--- src/rtl/instr_stream_encoder.sv ---
// RV32I instruction stream encoder: turns field-level requests into
// encoded words and writes them to sequential instruction-memory slots.
module instr_stream_encoder #(
  parameter int ADDR_W    = 8,
  parameter int BASE_ADDR = 0
) (
  input  logic              clk,
  input  logic              rst,
  input  logic              restart,
  input  logic              in_valid,
  output logic              in_ready,
  input  logic [2:0]        kind,
  input  logic [2:0]        alu_sel,
  input  logic [4:0]        rd,
  input  logic [4:0]        rs1,
  input  logic [4:0]        rs2,
  input  logic [11:0]       imm,
  output logic              wr_en,
  output logic [ADDR_W-1:0] wr_addr,
  output logic [31:0]       wr_data,
  output logic              err,
  output logic              done
);

  localparam logic ST_LOADING = 1'b0;
  localparam logic ST_FULL    = 1'b1;

  localparam logic [ADDR_W-1:0] BASE = ADDR_W'(BASE_ADDR);

  localparam logic [6:0] OPC_R   = 7'b0110011;
  localparam logic [6:0] OPC_I   = 7'b0010011;
  localparam logic [6:0] OPC_LW  = 7'b0000011;
  localparam logic [6:0] OPC_SW  = 7'b0100011;
  localparam logic [6:0] OPC_BEQ = 7'b1100011;

  logic              state_q, state_d;
  logic [ADDR_W-1:0] count_q, count_d;
  logic              wr_en_q, wr_en_d;
  logic [ADDR_W-1:0] wr_addr_q, wr_addr_d;
  logic [31:0]       wr_data_q, wr_data_d;
  logic              err_q, err_d;

  logic        alu_ok;
  logic        alu_sub;
  logic [2:0]  alu_f3;
  logic        legal;
  logic [31:0] word;
  logic        fire;

  assign done     = (state_q == ST_FULL);
  assign in_ready = !done && !restart && !rst;
  assign fire     = in_valid && in_ready;

  assign wr_en   = wr_en_q;
  assign wr_addr = wr_addr_q;
  assign wr_data = wr_data_q;
  assign err     = err_q;

  // Map the ALUControl code onto funct3 and flag undefined codes.
  always_comb begin
    alu_ok  = 1'b1;
    alu_sub = 1'b0;
    alu_f3  = 3'b000;
    case (alu_sel)
      3'b000: alu_f3 = 3'b000;
      3'b001: begin
        alu_f3  = 3'b000;
        alu_sub = 1'b1;
      end
      3'b010: alu_f3 = 3'b111;
      3'b011: alu_f3 = 3'b110;
      3'b101: alu_f3 = 3'b010;
      default: alu_ok = 1'b0;
    endcase
  end

  // Assemble the instruction word for the requested format.
  always_comb begin
    legal = 1'b0;
    word  = 32'h0;
    case (kind)
      3'd0: begin
        legal = alu_ok;
        word  = {alu_sub ? 7'b0100000 : 7'b0000000,
                 rs2, rs1, alu_f3, rd, OPC_R};
      end
      3'd1: begin
        legal = alu_ok && !alu_sub;
        word  = {imm, rs1, alu_f3, rd, OPC_I};
      end
      3'd2: begin
        legal = 1'b1;
        word  = {imm, rs1, 3'b010, rd, OPC_LW};
      end
      3'd3: begin
        legal = 1'b1;
        word  = {imm[11:5], rs2, rs1, 3'b010,
                 imm[4:0], OPC_SW};
      end
      3'd4: begin
        legal = 1'b1;
        word  = {imm[11], imm[9:4], rs2, rs1, 3'b000,
                 imm[3:0], imm[10], OPC_BEQ};
      end
      default: begin
        legal = 1'b0;
        word  = 32'h0;
      end
    endcase
  end

  // Next-state: address counter, fill state and registered write port.
  always_comb begin
    state_d   = state_q;
    count_d   = count_q;
    wr_en_d   = 1'b0;
    wr_addr_d = wr_addr_q;
    wr_data_d = wr_data_q;
    err_d     = 1'b0;
    if (restart) begin
      state_d = ST_LOADING;
      count_d = '0;
    end else if (fire) begin
      if (legal) begin
        wr_en_d   = 1'b1;
        wr_addr_d = BASE + count_q;
        wr_data_d = word;
        count_d   = count_q + 1'b1;
        if (count_q == '1) begin
          state_d = ST_FULL;
        end
      end else begin
        err_d = 1'b1;
      end
    end
  end

  // State registers with asynchronous reset.
  always_ff @(posedge clk or posedge rst) begin
    if (rst) begin
      state_q   <= ST_LOADING;
      count_q   <= '0;
      wr_en_q   <= 1'b0;
      wr_addr_q <= BASE;
      wr_data_q <= 32'h0;
      err_q     <= 1'b0;
    end else begin
      state_q   <= state_d;
      count_q   <= count_d;
      wr_en_q   <= wr_en_d;
      wr_addr_q <= wr_addr_d;
      wr_data_q <= wr_data_d;
      err_q     <= err_d;
    end
  end

endmodule

--- config.mk ---
export PLATFORM = sky130hd
export DESIGN_NAME = instr_stream_encoder
export DESIGN_NICKNAME = d
export VERILOG_FILES = /design/src/rtl/instr_stream_encoder.sv
export SDC_FILE = /design/constraint.sdc
export NUM_CORES = 1
export LEC_CHECK = 0
export ABC_AREA = 1
export ABC_CLOCK_PERIOD_IN_PS = 2300
export CORE_AREA = 5 5 75 146
export CTS_CLUSTER_DIAMETER = 50
export DETAILED_ROUTE_END_ITERATION = 8
export DIE_AREA = 0 0 80 151
export PLACE_DENSITY = 0.58
export SKIP_CTS_REPAIR_TIMING = 1
export SLEW_MARGIN = 20
export SYNTH_ARGS = -nofsm -noshare
export SYNTH_HDL_FRONTEND = slang
export SYNTH_SLANG_ARGS = --single-unit
--- constraint.sdc ---
create_clock -name clk -period 2.3 [get_ports clk]
set_input_delay 0.345 -clock clk [delete_from_list [all_inputs] [get_ports clk]]
set_output_delay 0.345 -clock clk [all_outputs]
set_load 0.05 [all_outputs]
==> results.cfg, run 1 <==
[outcome]
status = finished, final reports clean

[worst_setup_path]
rr_endpoint = count_q[5]
cp.arrival_ns = 1.49
critical-path-slowest-cell = clkdlybuf4s50_1
r2r_slack_ns = 0.86
worst_r2r_path_depth = 9
r2r-start = done
worstPathRequired_ns = 1.96
critical-path-top-delay-family = buffers and inverters
cp.depth = 1
slowest_delay_ns = 0.85
cp-start-kind = flip-flop
cp_max_fo = 2
critPathCapture = wr_data[5]
critPathBufInv = 1
worstPathCellList = clkdlybuf4s50_1
critPathLaunch = wr_data[5]
endpoint_kind = output pin
crit_type = reg -> out

[routing]
firstDrtPassIters = 4
viasPerCell = 4.29
drt_first_iter_violations = 64
drtAntennaViolNets = 0
drt_wl_total_um = 7000
wl_per_cell_um = 13.1
vias = 2301
drc = 0

[power_and_ir_drop]
combPwrFrac_pct = 34.0
power_density_nw_per_um2 = 759
vdd_drop_max_mv = 0.313
p_sw_share_pct = 36.5
p_leak_nw = 1.68
p_int_w = 0.00169
seqPwrFrac_pct = 38.0
p_switching_w = 0.000974
clockPowerShare_pct = 28.0
total_power_w = 0.00267

[timing]
hold_violations = 0
fmax_mhz = 545
finClkSkew_ns = 0.00446
final_max_slew_viol_count = 0
post-route-min-period_ns = 1.84
post-route-period-util_pct = 79.8
slew_headroom_pct = 59.3
setup_viol = 0
worst_pin_slew_ns = 0.611
finalSetupTns_ns = 0
setup_slack_ns = 0.464
rsz0062_at_grt = false

[cells_and_area]
final_util_pct = 36.2
n_antenna_cell = 0
area.sequential_um2 = 1200
drive_gt1_share_pct = 5.69
final-instance-count-excl-fill = 536
nets = 441
fill_cells = 1049
multi_input_area_um2 = 1050
areaGrowthSynthToFinish_pct = 42.1

[floorplan]
row_count = 51
die_w_um = 80
ioPinCount = 81
core_area_um2 = 9700
dieArea_um2 = 12100
fp.dieH_um = 151
start_util_pct = 25.5

[synthesis]
ys_ff_latch = 48
yosys_warnings = 0
yosys.cell_types.count = 25
yosysSeqAreaShare_pct = 48.6
yosysTopAreaCell = dfrtp_1
ys_top_cells_by_area = dfrtp_1, nand2_1, o21ai_0
syn-cell-area_um2 = 2470
syn_area_per_cell_um2 = 7.56
synth_cells = 327
yosysTopAreaCellShare_pct = 48.6

[placed_design]
globalplace.congestion = 0.789
hpwl_um = 5440
dp_cells = 528
pre_cts_ws_ns = 0.168
port_buffers = 78

[grt]
antenna_found_initial = 0
grt_pass1_vias = 2292
grt.overflow.total = 0
grt_max_degree = 49
grt_pass1_wl_um = 11400
grt.total_usage_pct = 12.2

[cts]
insertion_delay_ns = 0.29
h-tree-depth = 2
cts_tree = done
cts-root-buf = clkbuf_16
path_clk_slew_ns = 0.06
clock_path_buffers = 2
cts_sinks = 48
cts_made_buffers = 5

[run]
cap_violations = 0

[min_path]
hp-class = reg -> reg
## worst min-delay path by stage
| stage | from | end | slack [ns] | depth (start not counted) |
|---|---|---|---|---|
| final | wr_addr[2] | wr_addr[2] | 0.48 | 2 |
| after global routing | wr_data[16] | wr_data[16] | 0.51 | 2 |
| after CTS | wr_data[24] | wr_data[24] | 0.49 | 2 |
| after detailed placement | wr_data[24] | wr_data[24] | 0.47 | 2 |
| after global placement | wr_data[8] | wr_data[8] | 0.47 | 2 |
| after floorplan | rst | count_q[0] | 0.38 | 1 |
## synthesized netlist by cell type
cell      count
nor2_1       19
o211ai_1      1
clkbuf_1      2
dfrtp_1      48
a21oi_1      13
ha_1          1
nand3b_4      1
nor2_4        1
o21ai_1      10
nand2_2       2
nor3_1        2
nand3_1      19
xor2_1        4
o22ai_1       4
inv_1        26
or2_1         1
nand4_1       1
inv_2         3
buf_2         5
nand2_1     129
buf_6         5
buf_4         4
nor2_2        1
conb_1        1
o21ai_0      24
## metrics by stage
stage	cell area, µm²	hold WS (ns)
2_1_floorplan	2480	0.379
3_3_place_gp	3360	0.467
3_5_place_dp	3360	0.469
4_1_cts	3510	0.486
5_1_grt	3510	0.506
6_report	3510	0.484
## layer usage
| layer | wire length [µm] | global-route usage, % | up-vias |
|---|---|---|---|
| li1 | - | - | 1176 |
| met3 | 472 | 2.98 | 11 |
| met1 | 2560 | 13.1 | 1046 |
| met4 | 169 | 5.41 | 0 |
| met2 | 3790 | 22.1 | 68 |
| met5 | 0 | 0 | - |
## power groups by stage
stage	Sequential, W	Combinational, W	Clock (W)
2_1_floorplan	0.00140	0.000198	0
3_3_place_gp	0.00103	0.000913	0
3_5_place_dp	0.00103	0.000917	0
4_1_cts	0.00102	0.000919	0.000779
5_1_grt	0.00103	0.000963	0.000809
6_report	0.00101	0.000906	0.000747
## cell usage in the layout (no fill, tap or decap), drive strengths merged, types with 2 or more instances in the layout
cell	n
conb	2
clkdlybuf4s50	77
xor2	4
o22ai	4
nor2	21
o21ai	34
nor3	2
nand3	19
clkinvlp	2
clkbuf	7
dfrtp	48
nand2	131
a21oi	13
buf	7
inv	28
## layout make-up
type	instances	share of cell area (%)
Timing Repair Buffer	84	23.8
Multi-Input combinational cell	235	29.8
Sequential cell	48	34.2
Clock buffer	7	4.06
Tap cell	132	4.70
Inverter	29	3.21
Clock inverter	1	0.214
## sequential cells by signal (all words and copies together), names as in the netlist
signal,count
count_q,8
done,1
wr_addr,8
wr_en,1
wr_data,29
err,1
## cells by family (layout without fill, tap and decap cells)
kind of cell / Yosys count / in the layout / share of synthesized area (%)
buffers and inverters: 45 / 121 / 9.21
AO/OA/AOI/OAI: 52 / 52 / 10.8
AND/OR/NAND/NOR: 176 / 176 / 29.3
XOR/XNOR: 4 / 4 / 1.42
adder cells (fa/ha/maj): 1 / 1 / 0.506
flip-flops: 48 / 48 / 48.6
other: 1 / 2 / 0.152
(Power assumes the default switching activity.)
==> run 2, diff against run 1 <==
- ABC_CLOCK_PERIOD_IN_PS: 2300 -> 1750
- clock period: 2.3 -> 1.75 ns (I/O delays scaled with it)
==> run 2 against run 1 <==
Hold slack got worse by 0.0026 ns. Global-route usage decreased by 0.20 points. Critical endpoint is now wr_data[6]. Highest routed layer unchanged. Clock skew decreased by 0.0033 ns. Core utilization increased by 0.25 points. Combinational power increased by 29%. Critical path depth unchanged. Via count increased by 0.96%. Die area unchanged. Sequential cell count unchanged. Non-clock buffer count increased by 14.
==> results.cfg, run 2 (synthesis gave the netlist of run 1 again) <==
[cts]
h-tree-depth = 2
cts_tree = done
insertion_delay_ns = 0.29
cts_made_buffers = 5
cts_sinks = 48
cts-root-buf = clkbuf_16
clock_path_buffers = 2
path_clk_slew_ns = 0.06

[worst_setup_path]
cp.depth = 1
crit_type = reg -> out
endpoint_kind = output pin
worstPathRequired_ns = 1.49
rr_endpoint = wr_data[5]
critical-path-slowest-cell = clkdlybuf4s50_1
slowest_delay_ns = 0.80
r2r_slack_ns = 0.36
cp_max_fo = 2
critical-path-top-delay-family = buffers and inverters
cp-start-kind = flip-flop
worst_r2r_path_depth = 8
cp.arrival_ns = 1.45
r2r-start = done
critPathBufInv = 1
worstPathCellList = clkdlybuf4s50_1

[placed_design]
hpwl_um = 5400
dp_cells = 542
globalplace.congestion = 0.787
pre_cts_ws_ns = -0.0180
port_buffers = 78

[grt]
grt_pass1_vias = 2354
grt_max_degree = 49
grt.total_usage_pct = 12.0
antenna_found_initial = 0
grt.overflow.total = 0
grt_pass1_wl_um = 11300

[cells_and_area]
final_util_pct = 36.4
final_cell_mix = nand2_1, buf_4, dfrtp_1
n_antenna_cell = 0
drive_gt1_share_pct = 17.3
areaGrowthSynthToFinish_pct = 43.0
area.sequential_um2 = 1200
final_common_cell = nand2_1
fill_cells = 1061
nets = 455
multi_input_area_um2 = 1050
final-instance-count-excl-fill = 549
largest_reg_flops = 29

[routing]
vias = 2323
viasPerCell = 4.23
drt_first_iter_violations = 78
wl_per_cell_um = 12.7
drtAntennaViolNets = 0
drc = 0
firstDrtPassIters = 4
drt_wl_total_um = 6980

[timing]
setup_slack_ns = 0.0382
hold_violations = 0
finClkSkew_ns = 0.00112
post-route-min-period_ns = 1.71
fmax_mhz = 584
final_max_slew_viol_count = 0
setup_viol = 0
rsz0062_at_grt = false
post-route-period-util_pct = 97.8
slew_headroom_pct = 58.2
worst_pin_slew_ns = 0.627
hold-worst-slack_ns = 0.481

[min_path]
whs_endpoint = wr_data[23]
hold_start = wr_data[23]
whs_path_depth = 2
hp-class = reg -> reg

[floorplan]
dieArea_um2 = 12100
ioPinCount = 81
core_area_um2 = 9700
row_count = 51
die_w_um = 80
fp.dieH_um = 151
start_util_pct = 25.5

[power_and_ir_drop]
total_power_w = 0.00344
power_density_nw_per_um2 = 972
p_leak_nw = 1.81
vdd_drop_max_mv = 0.371

[run]
cap_violations = 0

[outcome]
status = finished, final reports clean
-- run 2: per-layer routing --
layer | global-route usage, % | part of all wire (%) | vias to the layer above
li1 | - | - | 1203
met1 | 13.4 | 38 | 1060
met2 | 22.0 | 55 | 54
met3 | 1.85 | 5.0 | 6
met4 | 5.08 | 2.0 | 0
met5 | 0 | 0 | -
-- run 2: final cells by class --
type / count / share of cell area (%)
clock buffers: 6 / 3.65
clock inverters: 1 / 0.142
inverters: 29 / 3.19
multi-input cells: 235 / 29.6
flip-flops and latches: 48 / 34.0
well taps: 132 / 4.67
repair buffers: 98 / 24.8
-- run 2: how the worst max path moves through the flow --
| stage | end | start | slack [ns] |
|---|---|---|---|
| global route | wr_data[6] | wr_data[6] | 0.004 |
| finish | wr_data[6] | wr_data[6] | 0.04 |
| CTS | wr_data[6] | wr_data[6] | 0.02 |
| floorplan | wr_data[29] | rst | -0.38 |
| detailed placement | wr_data[22] | kind[0] | -0.02 |
| global placement | count_q[2] | alu_sel[0] | 0.01 |
-- run 2: through the flow --
| stage | cell area [µm²] | TNS, ns |
|---|---|---|
| after floorplan | 2480 | -16.66 |
| after global placement | 3400 | 0 |
| after detailed placement | 3400 | -0.0650 |
| after CTS | 3530 | 0 |
| after global routing | 3530 | 0 |
| final | 3530 | 0 |
-- run 2: power breakdown --
part           switching (W)  leakage [nW]  internal, W  total, W
clock               0.000411        0.0667     0.000521  0.000932
combinational       0.000789          1.11     0.000384   0.00117
sequential         0.0000824         0.637      0.00125   0.00133
==> run 3, diff against run 2 <==
- CTS_BUF_LIST: unset -> sky130_fd_sc_hd__clkbuf_8
==> run 3 against run 2 <==
Critical path depth stayed put. Sequential power hardly changed. Non-clock buffer count unchanged.
==> results.cfg, run 3 (synthesis gave the netlist of run 1 again) <==
[worst_setup_path]
critical-path-slowest-cell = clkdlybuf4s50_1
critPathLaunch = wr_data[8]
critPathCapture = wr_data[8]
crit_type = reg -> out
critical-path-top-delay-family = buffers and inverters
rr_endpoint = wr_data[5]
worstPathRequired_ns = 1.49
r2r-start = done
worst_r2r_path_depth = 8
cp.arrival_ns = 1.45
endpoint_kind = output pin
cp_max_fo = 2
worstPathCellList = clkdlybuf4s50_1
critPathBufInv = 1
r2r_slack_ns = 0.36
cp.depth = 1
slowest_delay_ns = 0.80
cp-start-kind = flip-flop

[power_and_ir_drop]
vdd_drop_max_mv = 0.421
total_power_w = 0.00315
p_leak_nw = 1.83
power_density_nw_per_um2 = 903

[routing]
firstDrtPassIters = 4
wl_per_cell_um = 12.7
drc = 0
drt_first_iter_violations = 75
viasPerCell = 4.23
vias = 2321
drt_wl_total_um = 6980
drtAntennaViolNets = 0

[cts]
cts_tree = done
cts-root-buf = clkbuf_8
h-tree-depth = 2
insertion_delay_ns = 0.30
clock_path_buffers = 2
path_clk_slew_ns = 0.09
cts_made_buffers = 5
cts_sinks = 48

[timing]
post-route-min-period_ns = 1.72
fmax_mhz = 583
finClkSkew_ns = 0.00270
slew_headroom_pct = 58.1
post-route-period-util_pct = 98.0
setup_viol = 0
final_max_slew_viol_count = 0
rsz0062_at_grt = false
hold_violations = 0
worst_pin_slew_ns = 0.629

[cells_and_area]
areaGrowthSynthToFinish_pct = 41.1
final_cell_mix = nand2_1, buf_4, dfrtp_1
nets = 455
n_antenna_cell = 0
fill_cells = 1061
final_util_pct = 35.9
final_common_cell = nand2_1
largest_reg_flops = 29
drive_gt1_share_pct = 17.3
final_area_um2 = 3490

[grt]
antenna_found_initial = 0
grt.total_usage_pct = 11.9
grt_pass1_vias = 2333
grt.overflow.total = 0
grt_max_degree = 49
grt_pass1_wl_um = 11300

[floorplan]
fp.dieH_um = 151
dieArea_um2 = 12100
die_w_um = 80
row_count = 51
core_area_um2 = 9700
ioPinCount = 81
start_util_pct = 25.5

[placed_design]
hpwl_um = 5400
globalplace.congestion = 0.787
port_buffers = 78
dpl_cell_area_um2 = 3400

[run]
cap_violations = 0

[outcome]
status = finished, final reports clean

[min_path]
hp-class = in -> reg
[run 3: cell count changes in the layout (fill, tap and decap cells not counted), sizes merged]
cell,delta
dlymetal6s2s,+3
clkdlybuf4s50,-3
clkbuf,-1
inv,+1
[run 3: worst min path at each step]
stage,start,to,slack (ns),cells past startpoint
floorplan,rst,count_q[0],0.30,1
global placement,wr_data[23],wr_data[23],0.47,2
detailed placement,wr_data[18],wr_data[18],0.47,2
CTS,rs1[3],wr_data[18],0.47,3
global route,rs1[0],wr_data[15],0.48,3
finish,rs1[3],wr_data[18],0.48,3
[run 3: per-layer routing]
metal	vias up	track usage (%)	share of wire, %
met5	-	0	0
met2	52	21.8	55
met4	0	5.08	2.0
li1	1204	-	-
met1	1058	13.4	38
met3	7	1.85	4.8
[run 3: worst min-delay path, cell delays in order]
cell and delay (ns):
clkdlybuf4s50_1 0.39, nand2_1 0.06, nand2_1 0.04
[run 3: power breakdown]
group          switching (W)  internal (W)  total, W  leakage, nW
Sequential         0.0000814       0.00125   0.00133        0.637
Combinational       0.000789      0.000383   0.00117         1.15
Clock               0.000378      0.000267  0.000646       0.0452
Total                0.00125       0.00190   0.00315         1.83
[run 3: through the flow]
stage	instances	TNS, ns	worst slack [ns]	hold slack, ns
after floorplan	328	-16.66	-0.381	0.296
after global placement	542	0	0.0106	0.466
after detailed placement	542	-0.0650	-0.0180	0.470
after CTS	549	-0.00775	-0.00775	0.474
after global routing	549	0	0.00130	0.483
final	549	0	0.0344	0.484
[run 3: area by class of cell]
class                           count  area, µm²  area share (%)
Clock buffer                        5       68.8            1.97
Clock inverter                      2       8.76           0.251
Timing Repair Buffer               98        883            25.3
Inverter                           29        113            3.23
Tap cell                          132        165            4.74
Multi-Input combinational cell    235       1050            30.0
Sequential cell                    48       1200            34.5
